[config.mk]
export PLATFORM = sky130hd
export DESIGN_NAME = onehot_route_dec
export DESIGN_NICKNAME = d
export VERILOG_FILES = /design/src/rtl/onehot_route_dec.sv
export SDC_FILE = /design/constraint.sdc
export NUM_CORES = 1
export LEC_CHECK = 0
export CORE_ASPECT_RATIO = 0.75
export CORE_MARGIN = 1
export CORE_UTILIZATION = 45
export CTS_BUF_LIST = sky130_fd_sc_hd__clkbuf_8
export DETAILED_ROUTE_END_ITERATION = 8
export PLACE_DENSITY = 0.68
export SLEW_MARGIN = 20
export SYNTH_ARGS = -nofsm -noshare
export SYNTH_HDL_FRONTEND = slang
export SYNTH_SLANG_ARGS = --single-unit
[constraint.sdc]
create_clock -name clk -period 7.9 [get_ports clk]
set_input_delay 1.58 -clock clk [delete_from_list [all_inputs] [get_ports clk]]
set_output_delay 1.58 -clock clk [all_outputs]
set_load 0.005 [all_outputs]
[src/rtl/onehot_route_dec.sv]
// Registered, handshaked binary-to-one-hot router with an in-order tracking FIFO for responses.
// Optional decode-error path enabled by defining ONEHOT_ROUTE_DEC_ERR_EN.
module onehot_route_dec #(
    parameter int BIN_WIDTH  = 3,
    parameter int N_TARGETS  = 2**BIN_WIDTH,
    parameter int FIFO_DEPTH = 4
) (
    input  logic                 clk,
    input  logic                 rst_n,
    input  logic                 in_valid_i,
    input  logic [BIN_WIDTH-1:0] in_bin_i,
    output logic                 in_ready_o,
    output logic [N_TARGETS-1:0] req_o,
    input  logic [N_TARGETS-1:0] tgt_gnt_i,
    input  logic [N_TARGETS-1:0] tgt_rvalid_i,
    output logic                 r_valid_o,
    output logic [N_TARGETS-1:0] r_sel_o,
    output logic                 r_err_o
);

    localparam int PTR_W = (FIFO_DEPTH > 1) ? $clog2(FIFO_DEPTH) : 1;
    localparam int CNT_W = PTR_W + 1;

    function automatic logic [N_TARGETS-1:0] onehot_f(input logic [BIN_WIDTH-1:0] bin);
        logic [N_TARGETS-1:0] vec;
        vec = {N_TARGETS{1'b0}};
        for (int i = 0; i < N_TARGETS; i++) begin
            if (bin == BIN_WIDTH'(i)) begin
                vec[i] = 1'b1;
            end else begin
                vec[i] = 1'b0;
            end
        end
        return vec;
    endfunction

    generate
        if (FIFO_DEPTH < 2 || (FIFO_DEPTH & (FIFO_DEPTH - 1)) != 0) begin : g_bad_depth
            $error("onehot_route_dec: FIFO_DEPTH must be a power of two and at least 2");
        end
    endgenerate

    logic in_err_s;
`ifdef ONEHOT_ROUTE_DEC_ERR_EN
    localparam logic [BIN_WIDTH:0] N_TGT_L = N_TARGETS[BIN_WIDTH:0];
    assign in_err_s = ({1'b0, in_bin_i} >= N_TGT_L);
`else
    // Without the error path every index must land on a real slave.
    generate
        if (N_TARGETS != 2**BIN_WIDTH) begin : g_bad_targets
            $error("onehot_route_dec: N_TARGETS must equal 2**BIN_WIDTH without ONEHOT_ROUTE_DEC_ERR_EN");
        end
    endgenerate
    assign in_err_s = 1'b0;
`endif

    logic                 busy_r;
    logic [N_TARGETS-1:0] sel_r;
    logic                 err_r;

    logic [N_TARGETS-1:0] fifo_sel_r [FIFO_DEPTH];
    logic                 fifo_err_r [FIFO_DEPTH];
    logic [PTR_W-1:0]     wr_ptr_r;
    logic [PTR_W-1:0]     rd_ptr_r;
    logic [CNT_W-1:0]     cnt_r;

    logic                 r_valid_r;
    logic [N_TARGETS-1:0] r_sel_r;
    logic                 r_err_r;

    logic                 fifo_full_s;
    logic                 fifo_empty_s;
    logic                 gnt_hit_s;
    logic                 accept_s;
    logic                 pop_s;
    logic [N_TARGETS-1:0] head_sel_s;
    logic                 head_err_s;

    assign fifo_full_s  = (cnt_r == CNT_W'(FIFO_DEPTH));
    assign fifo_empty_s = (cnt_r == {CNT_W{1'b0}});

    // Error entries need no slave grant; a full FIFO blocks both issue and the push.
    assign gnt_hit_s  = busy_r & ~fifo_full_s & (err_r | (|(sel_r & tgt_gnt_i)));
    assign in_ready_o = ~busy_r | gnt_hit_s;
    assign accept_s   = in_valid_i & in_ready_o;
    assign req_o      = sel_r & {N_TARGETS{busy_r & ~err_r & ~fifo_full_s}};

    assign head_sel_s = fifo_sel_r[rd_ptr_r];
    assign head_err_s = fifo_err_r[rd_ptr_r];
    assign pop_s      = ~fifo_empty_s & (head_err_s | (|(head_sel_s & tgt_rvalid_i)));

    // Output stage: holds the pending request until it is granted.
    always_ff @(posedge clk or negedge rst_n) begin
        if (!rst_n) begin
            busy_r <= 1'b0;
            sel_r  <= {N_TARGETS{1'b0}};
            err_r  <= 1'b0;
        end else if (accept_s) begin
            busy_r <= 1'b1;
            sel_r  <= onehot_f(in_bin_i);
            err_r  <= in_err_s;
        end else if (gnt_hit_s) begin
            busy_r <= 1'b0;
            sel_r  <= sel_r;
            err_r  <= err_r;
        end else begin
            busy_r <= busy_r;
            sel_r  <= sel_r;
            err_r  <= err_r;
        end
    end

    // In-order tracking FIFO of granted routes.
    always_ff @(posedge clk or negedge rst_n) begin
        if (!rst_n) begin
            for (int i = 0; i < FIFO_DEPTH; i++) begin
                fifo_sel_r[i] <= {N_TARGETS{1'b0}};
                fifo_err_r[i] <= 1'b0;
            end
            wr_ptr_r <= {PTR_W{1'b0}};
            rd_ptr_r <= {PTR_W{1'b0}};
            cnt_r    <= {CNT_W{1'b0}};
        end else begin
            if (gnt_hit_s) begin
                fifo_sel_r[wr_ptr_r] <= sel_r;
                fifo_err_r[wr_ptr_r] <= err_r;
                wr_ptr_r             <= wr_ptr_r + PTR_W'(1);
            end else begin
                wr_ptr_r <= wr_ptr_r;
            end
            if (pop_s) begin
                rd_ptr_r <= rd_ptr_r + PTR_W'(1);
            end else begin
                rd_ptr_r <= rd_ptr_r;
            end
            case ({gnt_hit_s, pop_s})
                2'b10:   cnt_r <= cnt_r + CNT_W'(1);
                2'b01:   cnt_r <= cnt_r - CNT_W'(1);
                default: cnt_r <= cnt_r;
            endcase
        end
    end

    // Registered single-cycle response pulse steered by the FIFO head.
    always_ff @(posedge clk or negedge rst_n) begin
        if (!rst_n) begin
            r_valid_r <= 1'b0;
            r_sel_r   <= {N_TARGETS{1'b0}};
            r_err_r   <= 1'b0;
        end else if (pop_s) begin
            r_valid_r <= 1'b1;
            r_sel_r   <= head_sel_s;
            r_err_r   <= head_err_s;
        end else begin
            r_valid_r <= 1'b0;
            r_sel_r   <= {N_TARGETS{1'b0}};
            r_err_r   <= 1'b0;
        end
    end

    assign r_valid_o = r_valid_r;
    assign r_sel_o   = r_sel_r;
    assign r_err_o   = r_err_r;

endmodule

# --- After elaboration in Yosys (flattened, before gate mapping) ---
# Index checks and enable logic that the tools add are counted.
classes:
  order_cmp: 3
  n_addsub: 4
  n_mux: 25
  eq_ne: 10
  n_reduce_logical: 7
  bitwise_logic: 16
op_table:
  columns: ["cell", "n"]
  rows:
  - ["32-bit bitwise mux", 1]
  - ["8-bit 2-to-1 mux", 4]
  - ["8-bit AND", 3]
  - ["8-bit binary-select mux with 2-bit select", 1]
  - ["8-bit demux with 2-bit select", 1]
  - ["8-bit OR reduction", 2]
  - ["3-bit equality test (second input constant)", 5]
  - ["1-bit 2-to-1 mux", 15]
  - ["3-bit by 2-bit equality test with 1-bit output (second input constant)", 2]
  - ["3-bit >= comparator (second input constant)", 2]
  - ["3-bit zero test", 2]
  - ["2-bit inverter with 3-bit output", 2]
  - ["3-bit one-hot mux with 2 select lines", 1]
  - ["2-bit by 1-bit adder with 2-bit output (second input constant)", 2]
  - ["1-bit AND", 4]
  - ["4-bit AND", 1]
  - ["4-bit inverter", 1]
  - ["2-bit nonzero test", 2]
  - ["3-bit by 1-bit adder with 3-bit output (second input constant)", 1]
  - ["3-bit by 1-bit equality test with 1-bit output (second input constant)", 1]
  - ["3-bit by 1-bit < comparator with 1-bit output (second input constant)", 1]
  - ["1-bit inverter", 3]
  - ["3-bit by 1-bit subtractor with 3-bit output (second input constant)", 1]
  - ["1-bit binary-select mux with 2-bit select", 1]
  - ["other kinds (5)", 6]
word_totals:
  inputBits: 22
  ff_bits: 62

# --- Depth between registers and ports, before layout ---
logic_depth:
  ltp_word: 10
  ltp_mapped: 13
  mapped_depth_nobuf: 11

# --- Worst setup path before layout ---
# OpenSTA, ideal clock, no wires.
synth_path:
  path_kind: "input to output"
  from: "input tgt_gnt_i[2]"
  to: "output in_ready_o"
  setup_slack_ns: 3.922
  arrival_ns: 2.398
  path_stages: 5
  cell_sequence: "a22o_1 -> a221oi_1 -> a21boi_0 -> buf_4 -> nand2b_1"
synth_via:
  elab_chain_cells: 4
synth_lines:
  columns: ["item", "line", "rtl"]
  rows:
  - ["from (decl)", "14", "input logic [N_TARGETS-1:0] tgt_gnt_i,"]
  - ["8-bit AND", "83", "assign gnt_hit_s = busy_r & ~fifo_full_s & (err_r | (|(sel_r & tgt_gnt_i)));"]
  - ["8-bit OR reduction", "83", null]
  - ["1-bit AND", "83", null]
  - ["1-bit bitwise OR", "84", "assign in_ready_o = ~busy_r | gnt_hit_s;"]
  - ["to (decl)", "12", "output logic in_ready_o,"]
# No other way between the ends.

# --- Final worst setup path ---
layout_path:
  from: "input tgt_gnt_i[3]"
  to: "output in_ready_o"
# The elaborated chain is that of the path after synthesis.

==> results.txt <==
The clock latency on the worst-skew pair came out at between 0.3 and 0.4 ns. The number of iterations in the first detailed-routing pass came out at 4. Data on the critical path arrives at its endpoint at between 3 and 4 ns. After detailed routing, the number of remaining DRC violations is 0. The count of placed standard cells in the final layout, fillers left out came out at about 340. The synthesized design spends more area on one cell type than any other, namely sky130_fd_sc_hd__dfrtp_1.

The minimum period implied by the final worst setup slack came out at 4.92 ns. The data required time at the worst endpoint came out at 6.32 ns. The number of levels the H-tree was split into came out at 3. Setup slack closes at between 2 and 3 ns. The worst setup skew after layout came out at 0.00942 ns. By area, the combinational part of the netlist is dominated by multiplexers. The routed layout has roughly 1700 vias. The final-report setup violation count came out at 0. The overall die width is ~94 µm. The fraction of power consumed by combinational cells came out at around 43%. The critical-path maximum fanout is 10. The multiplexer area fraction after synthesis came out at a little under a quarter. OpenSTA, run right after detailed placement, puts the worst setup slack at approximately 3.0 ns.

The worst max-slew margin expressed relative to the limit came out at 49.2%. The routed length on met3 came out at 324 µm. The final routed wirelength across all metal layers is 5370 µm.

The endpoint kind of the worst setup timing path is an output pin. The detailed router used layers up to and including met4. The total instance count after detailed placement came out at 323. The average footprint of a synthesized cell came out at 13.8 µm².

The synthesized netlist devotes under 10% of its cell area to XOR and XNOR gates. The compound-cell area share of the yosys netlist came out at 4.74%. The number of flip-flops and latches in the synthesized netlist came out at 62. After Yosys synthesis, full adders, half adders and majority gates account for between 2 and 3% of the synthesized area. Measured along the y axis, the die boundary spans slightly above 70 µm.

The total internal power is ~0.00096 W. The final layout contains approximately 280 nets. STA classifies the critical path startpoint as a primary input. The sink count of the clock tree is slightly above 60. Across the run, the number of max-cap violations was 0. In this run switching power makes up 34.9% of total power. The cell area after synthesis is ~2900 µm². The proportion of power drawn by the clock network came out at roughly 20%. The number of vias per cell after detailed routing is 5.16.

The worst setup path is of the primary input to output pin kind. The distinct cell type count after synthesis is 37. The count of instances resized after the clock tree is built came out at 0. The number of inserted diodes is 0. In this run the worst setup path begins at tgt_gnt_i[3]. The flow ran to the end, and the final reports show no timing, DRC or antenna violations. The congestion estimate from routability-driven global placement came to roughly 0.76. Once the floorplan was initialized, standard cells occupied a little under half of the core. The yosys synthesis warning count came out at 0. The worst path uses 62.3% of the clock period.

The signed area change from the synthesized netlist to the final layout is 23.8%. Setup total negative slack on the finished layout was measured at 0 ns. The synthesized netlist net count is between 200 and 250.

In this run the critical register-to-register path is launched from rd_ptr_r[0]. The total power after layout came out at approximately 0.0015 W. Across every metal layer, demand over resource in global routing totals a little under a fifth. The number of global-route vias before repair is about 1800.

The share of final-layout standard cells stronger than drive strength 1 is 29.9%. The reg-to-reg setup timing slack came out at ~4.5 ns. The initial detailed-routing violation count is 67. Entering global routing, the biggest net connects between 60 and 70 pins. The fill cell total of the finished layout is 498. The total congestion overflow after global routing is 0. The floorplan has 24 rows. In this run the biggest area consumer among cell types represents 54.4% of the synthesized area.

The power spent charging and discharging nets came out at approximately 0.00052 W. The clock tree from TritonCTS is yes. The met1 routed wirelength after detailed routing came out at around 2600 µm. Clock-pin slew was measured on the worst setup and hold paths at 0.07 ns.

The number of failing hold endpoints at the final stage came to 0. The worst-case IR drop observed on VDD is 0.000327 V. The initial antenna violation count is 0. The met2 wire length came out at around 2300 µm. Of the total synthesized cell area, the portion taken by AND, OR, NAND and NOR gates is under 10%.

The buffers inserted during post-CTS setup optimization is 0. The top-level I/O count is 41. The pin slew with the least headroom to its limit is around 0.76 ns.

Of the total power, registers draw 37.2%. The endpoint identified for the worst register-to-register timing path is cnt_r[1]. No sink is reached through more buffers than the 2 on the longest clock path. The path class of the lowest-slack min-delay path is flip-flop to flip-flop. After synthesis, flip-flops and latches occupy between 50% and 60% of the total area. After synthesis, the cell types taking the most area are sky130_fd_sc_hd__dfrtp_1 54%, sky130_fd_sc_hd__mux2_2 17%, sky130_fd_sc_hd__mux4_2 5.5%. The tree is rooted in a sky130_fd_sc_hd__clkbuf_8. The die covers around 6700 µm². Setup repair after global routing left no endpoint under its margin. The total area inside the core boundary comes to ~5900 µm². The number of hold buffers added after CTS was 0. Derived from the worst setup path, the maximum achievable clock frequency is about 0.20 GHz. The quantity of I/O buffers inserted on ports is 40. Once detail routing completed, the nets flagged for antenna violations numbered 0. The cell count after synthesis came out at about 210.

The first global-routing pass estimated approximately 8900 µm of wire. Clock tree synthesis inserted a total of 9 buffers. The wire length per cell came out at 15.8 µm. The number of slew-limit violations in the final report is 0. The half-perimeter wire length after placement is about 3700 µm. The depth of the worst register-to-register path is 9. The leakage power summed over all cells is 1.65 nW. Dividing total power by cell area gives a power density of 419 nW/µm². The most critical setup path has its endpoint at in_ready_o.
==> metrics by stage <==
stage	util, %	instance area, µm²	hold WS (ns)
2_1_floorplan	-	2850	0.448
3_3_place_gp	55.7	3310	0.464
3_5_place_dp	55.7	3310	0.470
4_1_cts	59.3	3530	0.491
5_1_grt	59.3	3530	0.511
6_report	59.3	3530	0.484
==> layout make-up <==
class                      count  area, µm²  area share (%)
clock buffer                   9        124            3.51
multi-input combinational    128       1210            34.2
timing repair buffer          42        410            11.6
tap                           78       97.6            2.77
clock inverter                 7       90.1            2.55
sequential                    62       1550            44.0
inverter                      13       48.8            1.38
==> power groups by stage <==
stage                     clock (W)  combinational [W]  sequential (W)
after floorplan                   0           0.000490        0.000499
after global placement            0           0.000621        0.000553
after detailed placement          0           0.000642        0.000556
after CTS                  0.000303           0.000643        0.000551
after global routing       0.000320           0.000700        0.000568
final                      0.000297           0.000632        0.000549
==> sequential cells by signal, indices dropped and copies added (netlist names), 2 cells and up <==
register,flops
fifo_sel_r,32
r_sel_o,8
sel_r,8
fifo_err_r,4
cnt_r,3
rd_ptr_r,2
wr_ptr_r,2
==> metal layers <==
layer / GRT usage [%] / up-vias
met5: 0 / -
met4: 4.62 / 0
met3: 7.42 / 7
met2: 27.0 / 56
met1: 25.3 / 852
li1: - / 834
==> critical path, cell delays in order <==
cell                              delay (ns)
sky130_fd_sc_hd__clkdlybuf4s50_1        0.40
sky130_fd_sc_hd__a22o_1                 0.20
sky130_fd_sc_hd__a221oi_1               0.23
sky130_fd_sc_hd__a21boi_0               0.13
sky130_fd_sc_hd__buf_4                  0.19
sky130_fd_sc_hd__nand2b_1               0.16
sky130_fd_sc_hd__clkdlybuf4s50_1        0.44
==> synthesized netlist by cell type <==
cell,n
sky130_fd_sc_hd__o21ai_2,1
sky130_fd_sc_hd__xor2_1,2
sky130_fd_sc_hd__nand3_1,1
sky130_fd_sc_hd__o21bai_4,1
sky130_fd_sc_hd__a221oi_1,2
sky130_fd_sc_hd__nor3b_1,3
sky130_fd_sc_hd__buf_6,1
sky130_fd_sc_hd__dfrtp_1,62
sky130_fd_sc_hd__nor2b_1,2
sky130_fd_sc_hd__and3_1,1
sky130_fd_sc_hd__a22oi_1,1
sky130_fd_sc_hd__buf_12,1
sky130_fd_sc_hd__a21boi_0,1
sky130_fd_sc_hd__nand2_1,6
sky130_fd_sc_hd__nand4_1,1
sky130_fd_sc_hd__mux4_2,7
sky130_fd_sc_hd__nor2_1,10
sky130_fd_sc_hd__a32oi_1,1
sky130_fd_sc_hd__a22o_1,2
sky130_fd_sc_hd__mux2_2,44
sky130_fd_sc_hd__buf_4,1
sky130_fd_sc_hd__nor2b_2,1
sky130_fd_sc_hd__mux2i_1,1
sky130_fd_sc_hd__nand2b_1,2
sky130_fd_sc_hd__a31oi_1,1
sky130_fd_sc_hd__nor3_1,3
sky130_fd_sc_hd__buf_2,1
sky130_fd_sc_hd__ha_1,5
sky130_fd_sc_hd__and3b_1,2
sky130_fd_sc_hd__o2111ai_2,1
sky130_fd_sc_hd__and2_1,13
sky130_fd_sc_hd__inv_1,13
sky130_fd_sc_hd__a22oi_2,1
sky130_fd_sc_hd__nand2_2,4
sky130_fd_sc_hd__o21ai_0,3
sky130_fd_sc_hd__fa_1,1
sky130_fd_sc_hd__xnor2_1,4
==> cells in the final DEF (no fill, tap or decap), drive strengths merged, types with 2 or more instances in the layout <==
cell	instances
dfrtp	62
mux2	44
clkdlybuf4s50	39
inv	14
and2	13
nor2	10
nand2	10
clkbuf	9
mux4	7
ha	5
xnor2	4
o21ai	4
nor3	3
nor3b	3
nor2b	3
clkinv	3
buf	3
a22o	2
a221oi	2
nand2b	2
xor2	2
and3b	2
bufinv	2
a22oi	2
==> cells by family (layout without fill, tap and decap cells) <==
family,after synthesis,after routing
mux,52,52
simple gates,49,49
flops,62,62
fa+ha+maj,6,6
buf+inv,17,71
compound gates,15,15
xor+xnor,6,6
==> how the worst min path moves through the flow <==
stage / start / endpoint / slack, ns / depth (start not counted)
final: fifo_err_r[2] / fifo_err_r[2] / 0.48 / 1
after floorplan: fifo_err_r[1] / fifo_err_r[1] / 0.45 / 1
after detailed placement: fifo_err_r[3] / fifo_err_r[3] / 0.47 / 1
after global placement: fifo_err_r[2] / fifo_err_r[2] / 0.46 / 1
after global routing: fifo_sel_r[8] / fifo_sel_r[8] / 0.51 / 1
after CTS: fifo_err_r[3] / fifo_err_r[3] / 0.49 / 1
No activity file was read; power rests on OpenSTA's default activity.
